==> config.mk <==
export PLATFORM = sky130hd
export DESIGN_NAME = seq_slot_table_flat
export DESIGN_NICKNAME = d
export VERILOG_FILES = /design/src/rtl/seq_slot_table_if.sv /design/src/rtl/seq_slot_table.sv /design/src/flat_wrapper.sv
export SDC_FILE = /design/constraint.sdc
export NUM_CORES = 2
export LEC_CHECK = 0
export CORE_UTILIZATION = 56
export CTS_CLUSTER_SIZE = 16
export DETAILED_ROUTE_END_ITERATION = 8
export PLACE_DENSITY_LB_ADDON = 0.3
export REMOVE_ABC_BUFFERS = 1
export SYNTH_ARGS = -nofsm -noshare
export SYNTH_HDL_FRONTEND = slang
export SYNTH_SLANG_ARGS = --single-unit
==> constraint.sdc <==
create_clock -name clk -period 2.9 [get_ports clk]
set_clock_uncertainty 0.2 [all_clocks]
set_input_delay 0.435 -clock clk [delete_from_list [all_inputs] [get_ports clk]]
set_output_delay 0.435 -clock clk [all_outputs]
set_load 0.01 [all_outputs]
==> src/rtl/seq_slot_table_if.sv <==
`default_nettype none
// ---------------------------------------------------------------------------
// seq_slot_table_if : AXI-write, read-back and sequencer signals of the slot table
// Rev 1.0
// ---------------------------------------------------------------------------
interface seq_slot_table_if #(
  parameter int BANK1_INDEX_WIDTH    = 3,
  parameter int BANK1_SRC_ADDR_WIDTH = 32,
  parameter int BANK1_SRC_SIZE_WIDTH = 26,
  parameter int BANK1_DST_ADDR_WIDTH = 32,
  parameter int BANK1_DST_SIZE_WIDTH = 26,
  parameter int BANK1_STATUS_WIDTH   = 2,
  parameter int BANK1_PROFILE_WIDTH  = 32,
  parameter int BANK1_LD_MSK_WIDTH   = 8,
  parameter int BANK1_ST_MSK_WIDTH   = 8,
  parameter int DATA_WIDTH           = 32
);
  logic [BANK1_INDEX_WIDTH-1:0]    ext_bank1_inp_index;
  logic [BANK1_SRC_ADDR_WIDTH-1:0] ext_bank1_inp_src_addr;
  logic [BANK1_SRC_SIZE_WIDTH-1:0] ext_bank1_inp_src_size;
  logic [BANK1_DST_ADDR_WIDTH-1:0] ext_bank1_inp_des_addr;
  logic [BANK1_DST_SIZE_WIDTH-1:0] ext_bank1_inp_des_size;
  logic [BANK1_STATUS_WIDTH-1:0]   ext_bank1_inp_status;
  logic [BANK1_PROFILE_WIDTH-1:0]  ext_bank1_inp_profile;
  logic [BANK1_LD_MSK_WIDTH-1:0]   ext_bank1_inp_ld_mask;
  logic [BANK1_ST_MSK_WIDTH-1:0]   ext_bank1_inp_st_mask;
  logic [BANK1_ST_MSK_WIDTH-1:0]   ext_bank1_inp_st_intr_mask_abs;
  logic ext_bank1_set_src_addr, ext_bank1_set_src_size, ext_bank1_set_des_addr;
  logic ext_bank1_set_des_size, ext_bank1_set_status, ext_bank1_set_profile;
  logic ext_bank1_set_ld_mask, ext_bank1_set_st_mask, ext_bank1_set_st_intr_mask_abs;

  logic [BANK1_INDEX_WIDTH-1:0]    rd_index;
  logic [3:0]                      rd_field;
  logic                            rd_en;
  logic [DATA_WIDTH-1:0]           rd_data;
  logic                            rd_valid;

  logic [BANK1_INDEX_WIDTH-1:0]    seq_index;
  logic                            seq_load;
  logic                            seq_valid;
  logic [BANK1_SRC_ADDR_WIDTH-1:0] seq_src_addr;
  logic [BANK1_SRC_SIZE_WIDTH-1:0] seq_src_size;
  logic [BANK1_DST_ADDR_WIDTH-1:0] seq_des_addr;
  logic [BANK1_DST_SIZE_WIDTH-1:0] seq_des_size;
  logic [BANK1_LD_MSK_WIDTH-1:0]   seq_ld_mask;
  logic [BANK1_ST_MSK_WIDTH-1:0]   seq_st_mask;
  logic [BANK1_ST_MSK_WIDTH-1:0]   seq_st_intr_mask_abs;
  logic                            seq_set_status;
  logic [BANK1_STATUS_WIDTH-1:0]   seq_inp_status;
  logic                            seq_prof_en;
  logic                            seq_prof_clr;

  modport slave (
    input  ext_bank1_inp_index, ext_bank1_inp_src_addr, ext_bank1_inp_src_size,
           ext_bank1_inp_des_addr, ext_bank1_inp_des_size, ext_bank1_inp_status,
           ext_bank1_inp_profile, ext_bank1_inp_ld_mask, ext_bank1_inp_st_mask,
           ext_bank1_inp_st_intr_mask_abs,
           ext_bank1_set_src_addr, ext_bank1_set_src_size, ext_bank1_set_des_addr,
           ext_bank1_set_des_size, ext_bank1_set_status, ext_bank1_set_profile,
           ext_bank1_set_ld_mask, ext_bank1_set_st_mask, ext_bank1_set_st_intr_mask_abs,
           rd_index, rd_field, rd_en, seq_index, seq_load, seq_set_status,
           seq_inp_status, seq_prof_en, seq_prof_clr,
    output rd_data, rd_valid, seq_valid, seq_src_addr, seq_src_size, seq_des_addr,
           seq_des_size, seq_ld_mask, seq_st_mask, seq_st_intr_mask_abs
  );

  modport master (
    output ext_bank1_inp_index, ext_bank1_inp_src_addr, ext_bank1_inp_src_size,
           ext_bank1_inp_des_addr, ext_bank1_inp_des_size, ext_bank1_inp_status,
           ext_bank1_inp_profile, ext_bank1_inp_ld_mask, ext_bank1_inp_st_mask,
           ext_bank1_inp_st_intr_mask_abs,
           ext_bank1_set_src_addr, ext_bank1_set_src_size, ext_bank1_set_des_addr,
           ext_bank1_set_des_size, ext_bank1_set_status, ext_bank1_set_profile,
           ext_bank1_set_ld_mask, ext_bank1_set_st_mask, ext_bank1_set_st_intr_mask_abs,
           rd_index, rd_field, rd_en, seq_index, seq_load, seq_set_status,
           seq_inp_status, seq_prof_en, seq_prof_clr,
    input  rd_data, rd_valid, seq_valid, seq_src_addr, seq_src_size, seq_des_addr,
           seq_des_size, seq_ld_mask, seq_st_mask, seq_st_intr_mask_abs
  );
endinterface
`default_nettype wire

==> src/rtl/seq_slot_table.sv <==
`default_nettype none
// ---------------------------------------------------------------------------
// seq_slot_table : bank1 descriptor rows with read-back, snapshot and profiling
// Rev 1.0
// ---------------------------------------------------------------------------
module seq_slot_table #(
  parameter int BANK1_INDEX_WIDTH    = 3,
  parameter int BANK1_SRC_ADDR_WIDTH = 32,
  parameter int BANK1_SRC_SIZE_WIDTH = 26,
  parameter int BANK1_DST_ADDR_WIDTH = 32,
  parameter int BANK1_DST_SIZE_WIDTH = 26,
  parameter int BANK1_STATUS_WIDTH   = 2,
  parameter int BANK1_PROFILE_WIDTH  = 32,
  parameter int BANK1_LD_MSK_WIDTH   = 8,
  parameter int BANK1_ST_MSK_WIDTH   = 8,
  parameter int DATA_WIDTH           = 32
) (
  input  wire logic         clk,
  input  wire logic         reset,
  seq_slot_table_if.slave   bus
);
  localparam int ROWS = 1 << BANK1_INDEX_WIDTH;

  logic [BANK1_SRC_ADDR_WIDTH-1:0] src_addr_q [ROWS];
  logic [BANK1_SRC_SIZE_WIDTH-1:0] src_size_q [ROWS];
  logic [BANK1_DST_ADDR_WIDTH-1:0] des_addr_q [ROWS];
  logic [BANK1_DST_SIZE_WIDTH-1:0] des_size_q [ROWS];
  logic [BANK1_STATUS_WIDTH-1:0]   status_q   [ROWS];
  logic [BANK1_PROFILE_WIDTH-1:0]  profile_q  [ROWS];
  logic [BANK1_LD_MSK_WIDTH-1:0]   ld_mask_q  [ROWS];
  logic [BANK1_ST_MSK_WIDTH-1:0]   st_mask_q  [ROWS];
  logic [BANK1_ST_MSK_WIDTH-1:0]   st_intr_q  [ROWS];

  logic [ROWS-1:0]       ext_sel, seq_sel;
  logic                  same_row;
  logic [DATA_WIDTH-1:0] rd_data_d, rd_data_q;
  logic                  rd_valid_q, seq_valid_q;
  logic [BANK1_SRC_ADDR_WIDTH-1:0] snap_src_addr_d, snap_src_addr_q;
  logic [BANK1_SRC_SIZE_WIDTH-1:0] snap_src_size_d, snap_src_size_q;
  logic [BANK1_DST_ADDR_WIDTH-1:0] snap_des_addr_d, snap_des_addr_q;
  logic [BANK1_DST_SIZE_WIDTH-1:0] snap_des_size_d, snap_des_size_q;
  logic [BANK1_LD_MSK_WIDTH-1:0]   snap_ld_mask_d, snap_ld_mask_q;
  logic [BANK1_ST_MSK_WIDTH-1:0]   snap_st_mask_d, snap_st_mask_q;
  logic [BANK1_ST_MSK_WIDTH-1:0]   snap_st_intr_d, snap_st_intr_q;

  always_comb begin
    ext_sel = '0;
    seq_sel = '0;
    ext_sel[bus.ext_bank1_inp_index] = 1'b1;
    seq_sel[bus.seq_index]           = 1'b1;
    same_row = (bus.ext_bank1_inp_index == bus.seq_index);
  end

  always_ff @(posedge clk or negedge reset) begin
    if (!reset) begin
      for (int r = 0; r < ROWS; r++) begin
        src_addr_q[r] <= '0; src_size_q[r] <= '0; des_addr_q[r] <= '0;
        des_size_q[r] <= '0; status_q[r]   <= '0; profile_q[r]  <= '0;
        ld_mask_q[r]  <= '0; st_mask_q[r]  <= '0; st_intr_q[r]  <= '0;
      end
    end else begin
      for (int r = 0; r < ROWS; r++) begin
        if (bus.ext_bank1_set_src_addr && ext_sel[r]) src_addr_q[r] <= bus.ext_bank1_inp_src_addr;
        if (bus.ext_bank1_set_src_size && ext_sel[r]) src_size_q[r] <= bus.ext_bank1_inp_src_size;
        if (bus.ext_bank1_set_des_addr && ext_sel[r]) des_addr_q[r] <= bus.ext_bank1_inp_des_addr;
        if (bus.ext_bank1_set_des_size && ext_sel[r]) des_size_q[r] <= bus.ext_bank1_inp_des_size;
        if (bus.ext_bank1_set_ld_mask  && ext_sel[r]) ld_mask_q[r]  <= bus.ext_bank1_inp_ld_mask;
        if (bus.ext_bank1_set_st_mask  && ext_sel[r]) st_mask_q[r]  <= bus.ext_bank1_inp_st_mask;
        if (bus.ext_bank1_set_st_intr_mask_abs && ext_sel[r])
          st_intr_q[r] <= bus.ext_bank1_inp_st_intr_mask_abs;

        // AXI writes win over sequencer updates only when they hit the same row
        if (bus.ext_bank1_set_status && ext_sel[r])
          status_q[r] <= bus.ext_bank1_inp_status;
        else if (bus.seq_set_status && seq_sel[r])
          status_q[r] <= bus.seq_inp_status;

        if (bus.ext_bank1_set_profile && ext_sel[r])
          profile_q[r] <= bus.ext_bank1_inp_profile;
        else if (bus.seq_prof_clr && seq_sel[r])
          profile_q[r] <= '0;
        else if (bus.seq_prof_en && seq_sel[r] && !(&profile_q[r]))
          profile_q[r] <= profile_q[r] + 1'b1;
      end
    end
  end

  always_comb begin
    rd_data_d = '0;
    case (bus.rd_field)
      4'd0: rd_data_d[BANK1_SRC_ADDR_WIDTH-1:0] = src_addr_q[bus.rd_index];
      4'd1: rd_data_d[BANK1_SRC_SIZE_WIDTH-1:0] = src_size_q[bus.rd_index];
      4'd2: rd_data_d[BANK1_DST_ADDR_WIDTH-1:0] = des_addr_q[bus.rd_index];
      4'd3: rd_data_d[BANK1_DST_SIZE_WIDTH-1:0] = des_size_q[bus.rd_index];
      4'd4: rd_data_d[BANK1_STATUS_WIDTH-1:0]   = status_q[bus.rd_index];
      4'd5: rd_data_d[BANK1_PROFILE_WIDTH-1:0]  = profile_q[bus.rd_index];
      4'd6: rd_data_d[BANK1_LD_MSK_WIDTH-1:0]   = ld_mask_q[bus.rd_index];
      4'd7: rd_data_d[BANK1_ST_MSK_WIDTH-1:0]   = st_mask_q[bus.rd_index];
      4'd8: rd_data_d[BANK1_ST_MSK_WIDTH-1:0]   = st_intr_q[bus.rd_index];
      default: rd_data_d = '0;
    endcase
  end

  // Snapshot bypass: a same-cycle AXI write to the snapshot row is taken directly
  always_comb begin
    snap_src_addr_d = (bus.ext_bank1_set_src_addr && same_row) ? bus.ext_bank1_inp_src_addr : src_addr_q[bus.seq_index];
    snap_src_size_d = (bus.ext_bank1_set_src_size && same_row) ? bus.ext_bank1_inp_src_size : src_size_q[bus.seq_index];
    snap_des_addr_d = (bus.ext_bank1_set_des_addr && same_row) ? bus.ext_bank1_inp_des_addr : des_addr_q[bus.seq_index];
    snap_des_size_d = (bus.ext_bank1_set_des_size && same_row) ? bus.ext_bank1_inp_des_size : des_size_q[bus.seq_index];
    snap_ld_mask_d  = (bus.ext_bank1_set_ld_mask  && same_row) ? bus.ext_bank1_inp_ld_mask  : ld_mask_q[bus.seq_index];
    snap_st_mask_d  = (bus.ext_bank1_set_st_mask  && same_row) ? bus.ext_bank1_inp_st_mask  : st_mask_q[bus.seq_index];
    snap_st_intr_d  = (bus.ext_bank1_set_st_intr_mask_abs && same_row) ?
                      bus.ext_bank1_inp_st_intr_mask_abs : st_intr_q[bus.seq_index];
  end

  always_ff @(posedge clk or negedge reset) begin
    if (!reset) begin
      rd_data_q       <= '0;
      rd_valid_q      <= 1'b0;
      seq_valid_q     <= 1'b0;
      snap_src_addr_q <= '0; snap_src_size_q <= '0; snap_des_addr_q <= '0;
      snap_des_size_q <= '0; snap_ld_mask_q  <= '0; snap_st_mask_q  <= '0;
      snap_st_intr_q  <= '0;
    end else begin
      rd_valid_q  <= bus.rd_en;
      seq_valid_q <= bus.seq_load;
      if (bus.rd_en) rd_data_q <= rd_data_d;
      if (bus.seq_load) begin
        snap_src_addr_q <= snap_src_addr_d; snap_src_size_q <= snap_src_size_d;
        snap_des_addr_q <= snap_des_addr_d; snap_des_size_q <= snap_des_size_d;
        snap_ld_mask_q  <= snap_ld_mask_d;  snap_st_mask_q  <= snap_st_mask_d;
        snap_st_intr_q  <= snap_st_intr_d;
      end
    end
  end

  assign bus.rd_data              = rd_data_q;
  assign bus.rd_valid             = rd_valid_q;
  assign bus.seq_valid            = seq_valid_q;
  assign bus.seq_src_addr         = snap_src_addr_q;
  assign bus.seq_src_size         = snap_src_size_q;
  assign bus.seq_des_addr         = snap_des_addr_q;
  assign bus.seq_des_size         = snap_des_size_q;
  assign bus.seq_ld_mask          = snap_ld_mask_q;
  assign bus.seq_st_mask          = snap_st_mask_q;
  assign bus.seq_st_intr_mask_abs = snap_st_intr_q;
endmodule
`default_nettype wire

==> src/flat_wrapper.sv <==
// flat-port wrapper written by rule: the top's interface ports become plain ports
module seq_slot_table_flat 
#(
  parameter int BANK1_INDEX_WIDTH    = 3,
  parameter int BANK1_SRC_ADDR_WIDTH = 32,
  parameter int BANK1_SRC_SIZE_WIDTH = 26,
  parameter int BANK1_DST_ADDR_WIDTH = 32,
  parameter int BANK1_DST_SIZE_WIDTH = 26,
  parameter int BANK1_STATUS_WIDTH   = 2,
  parameter int BANK1_PROFILE_WIDTH  = 32,
  parameter int BANK1_LD_MSK_WIDTH   = 8,
  parameter int BANK1_ST_MSK_WIDTH   = 8,
  parameter int DATA_WIDTH           = 32
)
  (clk, reset, bus_ext_bank1_inp_index, bus_ext_bank1_inp_src_addr, bus_ext_bank1_inp_src_size, bus_ext_bank1_inp_des_addr, bus_ext_bank1_inp_des_size, bus_ext_bank1_inp_status, bus_ext_bank1_inp_profile, bus_ext_bank1_inp_ld_mask, bus_ext_bank1_inp_st_mask, bus_ext_bank1_inp_st_intr_mask_abs, bus_ext_bank1_set_src_addr, bus_ext_bank1_set_src_size, bus_ext_bank1_set_des_addr, bus_ext_bank1_set_des_size, bus_ext_bank1_set_status, bus_ext_bank1_set_profile, bus_ext_bank1_set_ld_mask, bus_ext_bank1_set_st_mask, bus_ext_bank1_set_st_intr_mask_abs, bus_rd_index, bus_rd_field, bus_rd_en, bus_seq_index, bus_seq_load, bus_seq_set_status, bus_seq_inp_status, bus_seq_prof_en, bus_seq_prof_clr, bus_rd_data, bus_rd_valid, bus_seq_valid, bus_seq_src_addr, bus_seq_src_size, bus_seq_des_addr, bus_seq_des_size, bus_seq_ld_mask, bus_seq_st_mask, bus_seq_st_intr_mask_abs);
  seq_slot_table_if #(.BANK1_INDEX_WIDTH(BANK1_INDEX_WIDTH), .BANK1_SRC_ADDR_WIDTH(BANK1_SRC_ADDR_WIDTH), .BANK1_SRC_SIZE_WIDTH(BANK1_SRC_SIZE_WIDTH), .BANK1_DST_ADDR_WIDTH(BANK1_DST_ADDR_WIDTH), .BANK1_DST_SIZE_WIDTH(BANK1_DST_SIZE_WIDTH), .BANK1_STATUS_WIDTH(BANK1_STATUS_WIDTH), .BANK1_PROFILE_WIDTH(BANK1_PROFILE_WIDTH), .BANK1_LD_MSK_WIDTH(BANK1_LD_MSK_WIDTH), .BANK1_ST_MSK_WIDTH(BANK1_ST_MSK_WIDTH), .DATA_WIDTH(DATA_WIDTH)) bus_i ();
  input  wire logic clk;
  input  wire logic reset;
  input wire logic [$bits(bus_i.ext_bank1_inp_index)-1:0] bus_ext_bank1_inp_index;
  input wire logic [$bits(bus_i.ext_bank1_inp_src_addr)-1:0] bus_ext_bank1_inp_src_addr;
  input wire logic [$bits(bus_i.ext_bank1_inp_src_size)-1:0] bus_ext_bank1_inp_src_size;
  input wire logic [$bits(bus_i.ext_bank1_inp_des_addr)-1:0] bus_ext_bank1_inp_des_addr;
  input wire logic [$bits(bus_i.ext_bank1_inp_des_size)-1:0] bus_ext_bank1_inp_des_size;
  input wire logic [$bits(bus_i.ext_bank1_inp_status)-1:0] bus_ext_bank1_inp_status;
  input wire logic [$bits(bus_i.ext_bank1_inp_profile)-1:0] bus_ext_bank1_inp_profile;
  input wire logic [$bits(bus_i.ext_bank1_inp_ld_mask)-1:0] bus_ext_bank1_inp_ld_mask;
  input wire logic [$bits(bus_i.ext_bank1_inp_st_mask)-1:0] bus_ext_bank1_inp_st_mask;
  input wire logic [$bits(bus_i.ext_bank1_inp_st_intr_mask_abs)-1:0] bus_ext_bank1_inp_st_intr_mask_abs;
  input wire logic [$bits(bus_i.ext_bank1_set_src_addr)-1:0] bus_ext_bank1_set_src_addr;
  input wire logic [$bits(bus_i.ext_bank1_set_src_size)-1:0] bus_ext_bank1_set_src_size;
  input wire logic [$bits(bus_i.ext_bank1_set_des_addr)-1:0] bus_ext_bank1_set_des_addr;
  input wire logic [$bits(bus_i.ext_bank1_set_des_size)-1:0] bus_ext_bank1_set_des_size;
  input wire logic [$bits(bus_i.ext_bank1_set_status)-1:0] bus_ext_bank1_set_status;
  input wire logic [$bits(bus_i.ext_bank1_set_profile)-1:0] bus_ext_bank1_set_profile;
  input wire logic [$bits(bus_i.ext_bank1_set_ld_mask)-1:0] bus_ext_bank1_set_ld_mask;
  input wire logic [$bits(bus_i.ext_bank1_set_st_mask)-1:0] bus_ext_bank1_set_st_mask;
  input wire logic [$bits(bus_i.ext_bank1_set_st_intr_mask_abs)-1:0] bus_ext_bank1_set_st_intr_mask_abs;
  input wire logic [$bits(bus_i.rd_index)-1:0] bus_rd_index;
  input wire logic [$bits(bus_i.rd_field)-1:0] bus_rd_field;
  input wire logic [$bits(bus_i.rd_en)-1:0] bus_rd_en;
  input wire logic [$bits(bus_i.seq_index)-1:0] bus_seq_index;
  input wire logic [$bits(bus_i.seq_load)-1:0] bus_seq_load;
  input wire logic [$bits(bus_i.seq_set_status)-1:0] bus_seq_set_status;
  input wire logic [$bits(bus_i.seq_inp_status)-1:0] bus_seq_inp_status;
  input wire logic [$bits(bus_i.seq_prof_en)-1:0] bus_seq_prof_en;
  input wire logic [$bits(bus_i.seq_prof_clr)-1:0] bus_seq_prof_clr;
  output wire logic [$bits(bus_i.rd_data)-1:0] bus_rd_data;
  output wire logic [$bits(bus_i.rd_valid)-1:0] bus_rd_valid;
  output wire logic [$bits(bus_i.seq_valid)-1:0] bus_seq_valid;
  output wire logic [$bits(bus_i.seq_src_addr)-1:0] bus_seq_src_addr;
  output wire logic [$bits(bus_i.seq_src_size)-1:0] bus_seq_src_size;
  output wire logic [$bits(bus_i.seq_des_addr)-1:0] bus_seq_des_addr;
  output wire logic [$bits(bus_i.seq_des_size)-1:0] bus_seq_des_size;
  output wire logic [$bits(bus_i.seq_ld_mask)-1:0] bus_seq_ld_mask;
  output wire logic [$bits(bus_i.seq_st_mask)-1:0] bus_seq_st_mask;
  output wire logic [$bits(bus_i.seq_st_intr_mask_abs)-1:0] bus_seq_st_intr_mask_abs;
  assign bus_i.ext_bank1_inp_index = bus_ext_bank1_inp_index;
  assign bus_i.ext_bank1_inp_src_addr = bus_ext_bank1_inp_src_addr;
  assign bus_i.ext_bank1_inp_src_size = bus_ext_bank1_inp_src_size;
  assign bus_i.ext_bank1_inp_des_addr = bus_ext_bank1_inp_des_addr;
  assign bus_i.ext_bank1_inp_des_size = bus_ext_bank1_inp_des_size;
  assign bus_i.ext_bank1_inp_status = bus_ext_bank1_inp_status;
  assign bus_i.ext_bank1_inp_profile = bus_ext_bank1_inp_profile;
  assign bus_i.ext_bank1_inp_ld_mask = bus_ext_bank1_inp_ld_mask;
  assign bus_i.ext_bank1_inp_st_mask = bus_ext_bank1_inp_st_mask;
  assign bus_i.ext_bank1_inp_st_intr_mask_abs = bus_ext_bank1_inp_st_intr_mask_abs;
  assign bus_i.ext_bank1_set_src_addr = bus_ext_bank1_set_src_addr;
  assign bus_i.ext_bank1_set_src_size = bus_ext_bank1_set_src_size;
  assign bus_i.ext_bank1_set_des_addr = bus_ext_bank1_set_des_addr;
  assign bus_i.ext_bank1_set_des_size = bus_ext_bank1_set_des_size;
  assign bus_i.ext_bank1_set_status = bus_ext_bank1_set_status;
  assign bus_i.ext_bank1_set_profile = bus_ext_bank1_set_profile;
  assign bus_i.ext_bank1_set_ld_mask = bus_ext_bank1_set_ld_mask;
  assign bus_i.ext_bank1_set_st_mask = bus_ext_bank1_set_st_mask;
  assign bus_i.ext_bank1_set_st_intr_mask_abs = bus_ext_bank1_set_st_intr_mask_abs;
  assign bus_i.rd_index = bus_rd_index;
  assign bus_i.rd_field = bus_rd_field;
  assign bus_i.rd_en = bus_rd_en;
  assign bus_i.seq_index = bus_seq_index;
  assign bus_i.seq_load = bus_seq_load;
  assign bus_i.seq_set_status = bus_seq_set_status;
  assign bus_i.seq_inp_status = bus_seq_inp_status;
  assign bus_i.seq_prof_en = bus_seq_prof_en;
  assign bus_i.seq_prof_clr = bus_seq_prof_clr;
  assign bus_rd_data = bus_i.rd_data;
  assign bus_rd_valid = bus_i.rd_valid;
  assign bus_seq_valid = bus_i.seq_valid;
  assign bus_seq_src_addr = bus_i.seq_src_addr;
  assign bus_seq_src_size = bus_i.seq_src_size;
  assign bus_seq_des_addr = bus_i.seq_des_addr;
  assign bus_seq_des_size = bus_i.seq_des_size;
  assign bus_seq_ld_mask = bus_i.seq_ld_mask;
  assign bus_seq_st_mask = bus_i.seq_st_mask;
  assign bus_seq_st_intr_mask_abs = bus_i.seq_st_intr_mask_abs;
  seq_slot_table #(.BANK1_INDEX_WIDTH(BANK1_INDEX_WIDTH), .BANK1_SRC_ADDR_WIDTH(BANK1_SRC_ADDR_WIDTH), .BANK1_SRC_SIZE_WIDTH(BANK1_SRC_SIZE_WIDTH), .BANK1_DST_ADDR_WIDTH(BANK1_DST_ADDR_WIDTH), .BANK1_DST_SIZE_WIDTH(BANK1_DST_SIZE_WIDTH), .BANK1_STATUS_WIDTH(BANK1_STATUS_WIDTH), .BANK1_PROFILE_WIDTH(BANK1_PROFILE_WIDTH), .BANK1_LD_MSK_WIDTH(BANK1_LD_MSK_WIDTH), .BANK1_ST_MSK_WIDTH(BANK1_ST_MSK_WIDTH), .DATA_WIDTH(DATA_WIDTH)) u_core (.clk(clk), .reset(reset), .bus(bus_i));
endmodule
==> metrics.md <==
| Metric | Value |
|---|---|
| Worst path cell trace | `nand4_2 > or4_4 > nor4_4 > buf_4 > nor2_4 > a41o_2 > a21oi_1` |
| FF-to-FF End | `u_core.profile_q[109]$_DFFE_PN0P_` |
| All-Layer GR Usage | `43.0%` |
| Clock power frac | `33.0%` |
| Placer Congestion | `1.04` |
| Initial antenna violation count | `43` |
| Total grt overflow | `0` |
| CTS H-Tree Depth | `4` |
| Synthesized-area fraction occupied by adder cells | `0.117%` |
| Largest net degree at the start of global routing | `99` |
| Maximum vdd drop | `0.636 mV` |
| Per-cell routed wire length | `32.2 microns` |
| Ys Warns | `0` |
| Flops & latches, synth | `1,566` |
| Layout area overhead | `21.6%` |
| PortBufs | `378` |
| Syn Inst Count | `7,401` |
| Clock Sinks | `1,566` |
| Count of cell types in the netlist | `90` |
| Setup crit end kind | `flop` |
| Clock buffer depth | `3` |
| Routed vias | `73,800` |
| Starting Density | `56.4%` |
| Worst setup path endpoint | `u_core.profile_q[109]$_DFFE_PN0P_` |
| Largest fanout on the critical path | `13` |
| Total I/O pin count | `379` |
| CTS tree | `yes` |
| Comb power frac | `23.6%` |
| Switching power | `21.2 mW` |
| # rows | `143` |
| Drt total wl | `333,000 microns` |
| Tcrit/Tclk final | `97.4%` |
| Worst EP arrival | `3360 ps` |
| Final setup fails | `0` |
| Max_slew headroom | `18.6%` |
| Status | `completed` |
| TritonRoute pass-1 iters | `9` |
| RSZ-0062 raised after global routing | `no` |
| Highest clock rate | `0.354 GHz` |
| Number of buffers inserted during clock tree synthesis | `170` |
| Commonest cells after routing, fill and taps aside | `1,566 x dfrtp_1, 1,287 x mux2_2, 634 x nand2_1` |
| Worst Hold Class | `in -> reg` |
| Multiplexer share of the synthesized area | `29.8%` |
| Largest family of logic cells by synthesized area | `multiplexers` |
| Critical path's top delay family | `simple AND/OR/NAND/NOR gates` |
| Crit Path Category | `reg -> reg` |
| 1st-iter DRT viols | `10,000` |
| Main flop type after synthesis | `dfrtp_1` |
| Yosys top cell by area | `dfrtp_1` |
| Routed vias/inst | `7.13` |
| Largest cells by area after synthesis | `dfrtp_1 46%, mux2_2 17%, mux4_2 9.2%` |
| Multi-input gate area | `43,900 sq um` |
| Slowest stage delay, CP | `620 ps` |
| Synthesized-area fraction occupied by and/or/nand/nor cells | `8.03%` |
| Sw Share | `30.4%` |
| WP buf/inv | `1` |
| DRC violations left | `0` |
| Slowest cell on crit path | `or4_4` |
| Sequential power share | `43.4%` |
| R2R Path Start | `u_core.profile_q[99]$_DFFE_PN0P_` |
| Final HPWL DP | `231,000 microns` |
| Sequential cell area fraction in the yosys report | `45.7%` |
| Synthesized area per cell | `11.6 sq um` |
| Fillers | `10,800` |
| Layout Cell Area excl Fill | `104,000 sq um` |
| Die span in x | `393 microns` |
| Share of cells above drive strength 1 | `34.0%` |
| Most common cell after layout, fill and taps aside | `dfrtp_1` |
| Chip Height | `393 microns` |
| Post-layout min period | `2830 ps` |
| Tot Pwr | `69.6 mW` |
| Synth Area in Compound Gates | `12.6%` |
| Leakage | `43.6 nW` |
| FF-to-FF path depth | `7` |
| Crit path from | `u_core.profile_q[99]$_DFFE_PN0P_` |
| Max Cap Viol | `0` |
| Root Buffer | `clkbuf_16` |
| Reg area | `39,200 sq um` |
| Post-synth EDFFs | `0` |
| Die area | `155,000 sq um` |
| Clk_lat worst skew | `850 ps` |
| DP Area | `98,100 sq um` |
| Min-delay src | `bus_seq_index[0]` |
| First-pass GRT wire length | `488,000 microns` |
| Pwr Density | `668 nW/um^2` |
| Antenna Nets Post-Route | `0` |
| Vias in the first global route | `72,700` |
| CP Depth | `7` |
| Required @ worst endpoint | `3430 ps` |
| Internal power | `48.4 mW` |
| Core Area | `152,000 sq um` |
| Post-synthesis cell area | `85,700 sq um` |
| Nets | `8,372` |
| CP Launch Type | `flop` |
| FFs w/ async S/R, synth | `100%` |
| Hold Vio Cnt, Final | `0` |
| Yosys top cell area share | `45.7%` |
| Max Slew Vio Count | `0` |
| Synth Area in XOR/XNOR | `0.358%` |
| Flop2flop setup slack | `70 ps` |
| Worst Tran Pin Value | `1220 ps` |
| Clock-pin slew on the worst setup and hold paths | `70 ps` |
## what timing repair did
item                        CTS  global route
setup buffers                 0             1
setup endpoints to repair     0            15
resized for setup             0             4
hold buffers                  5             0
hold endpoints to repair   1000             0
## per-layer routing
layer  GRT usage [%]  routed length, microns  up-vias
li1                -                       -    29700
met1            56.1                  120000    37100
met2            61.4                  142000     5506
met3            14.1                   44600     1422
met4            28.2                   25700       47
met5           0.319                     407        -
## worst reg2reg max path, delay by kind of cell, from the launching register on
kind,cells,cell delay [ps]
simple gates,4,1420
flops,1,450
compound gates,2,440
buf+inv,1,250
## per-stage QoR
stage / utilization [%] / setup slack, ps / hold slack (ps) / TNS, ps / instances
finish: 68.6 / 74.2 / 122 / 0 / 10300
global route: 68.6 / 28.3 / 171 / 0 / 10300
CTS: 68.5 / 88.3 / 109 / 0 / 10300
detailed placement: 64.6 / -279 / 173 / -3260 / 10000
global placement: 64.6 / -269 / 178 / -1590 / 10000
floorplan: - / -2410 / -60.6 / -262660 / 6807
## area by class of cell
type                            count  area share (%)
Clock inverter                     56           0.800
Sequential cell                  1566            37.6
Timing Repair Buffer             1180            11.6
Clock buffer                      256            4.89
Inverter                          131           0.479
Tap cell                         2030            2.44
Antenna cell                       20          0.0480
Multi-Input combinational cell   5110            42.1
## how the worst min path moves through the flow
stage                                                   to  slack [ps]  cells after the start
finish              u_core.bus.seq_src_size[6]$_DFFE_PN0P_         120                      5
global route        u_core.bus.seq_src_size[6]$_DFFE_PN0P_         170                      5
CTS                 u_core.bus.seq_src_size[6]$_DFFE_PN0P_         110                      5
detailed placement       u_core.profile_q[249]$_DFFE_PN0P_         170                      1
global placement         u_core.profile_q[249]$_DFFE_PN0P_         180                      1
floorplan                u_core.bus.rd_data[0]$_DFFE_PN0P_         -60                      0
## synthesized netlist by cell type (119+ instances only)
library cell	n
a22oi_1	172
inv_1	128
nor2_1	257
a21oi_1	478
dfrtp_1	1566
nand3_1	143
mux2i_1	315
nand2_1	646
clkbuf_1	380
o211ai_1	119
mux4_2	349
mux2_2	1287
buf_1	124
o21ai_0	304
## kinds of logic after synthesis
family                   Yosys count
flip-flops                      1566
buffers and inverters            725
AND/OR/NAND/NOR                 1471
XOR/XNOR                          35
adder cells (fa/ha/maj)            8
multiplexers                    1952
AO/OA/AOI/OAI                   1644
## power by group through the flow
stage / clock (mW) / combinational [mW] / sequential [mW]
after floorplan: 0 / 8.85 / 29.2
after detailed placement: 0 / 15.9 / 30.3
after global routing: 23.9 / 17.3 / 30.6
after global placement: 0 / 15.5 / 29.9
final: 23.0 / 16.4 / 30.2
after CTS: 23.0 / 16.1 / 30.0
## flip-flops by register name, summed over array words and instances (netlist names), 16 cells and up
| name | count |
|---|---|
| u_core.bus.seq_src_size | 26 |
| u_core.bus.seq_src_addr | 32 |
| u_core.ld_mask_q | 64 |
| u_core.src_addr_q | 256 |
| u_core.status_q | 16 |
| u_core.bus.seq_des_addr | 32 |
| u_core.st_mask_q | 64 |
| u_core.profile_q | 256 |
| u_core.st_intr_q | 64 |
| u_core.src_size_q | 208 |
| u_core.bus.rd_data | 32 |
| u_core.bus.seq_des_size | 26 |
| u_core.des_size_q | 208 |
| u_core.des_addr_q | 256 |
(Power assumes the default switching activity.)
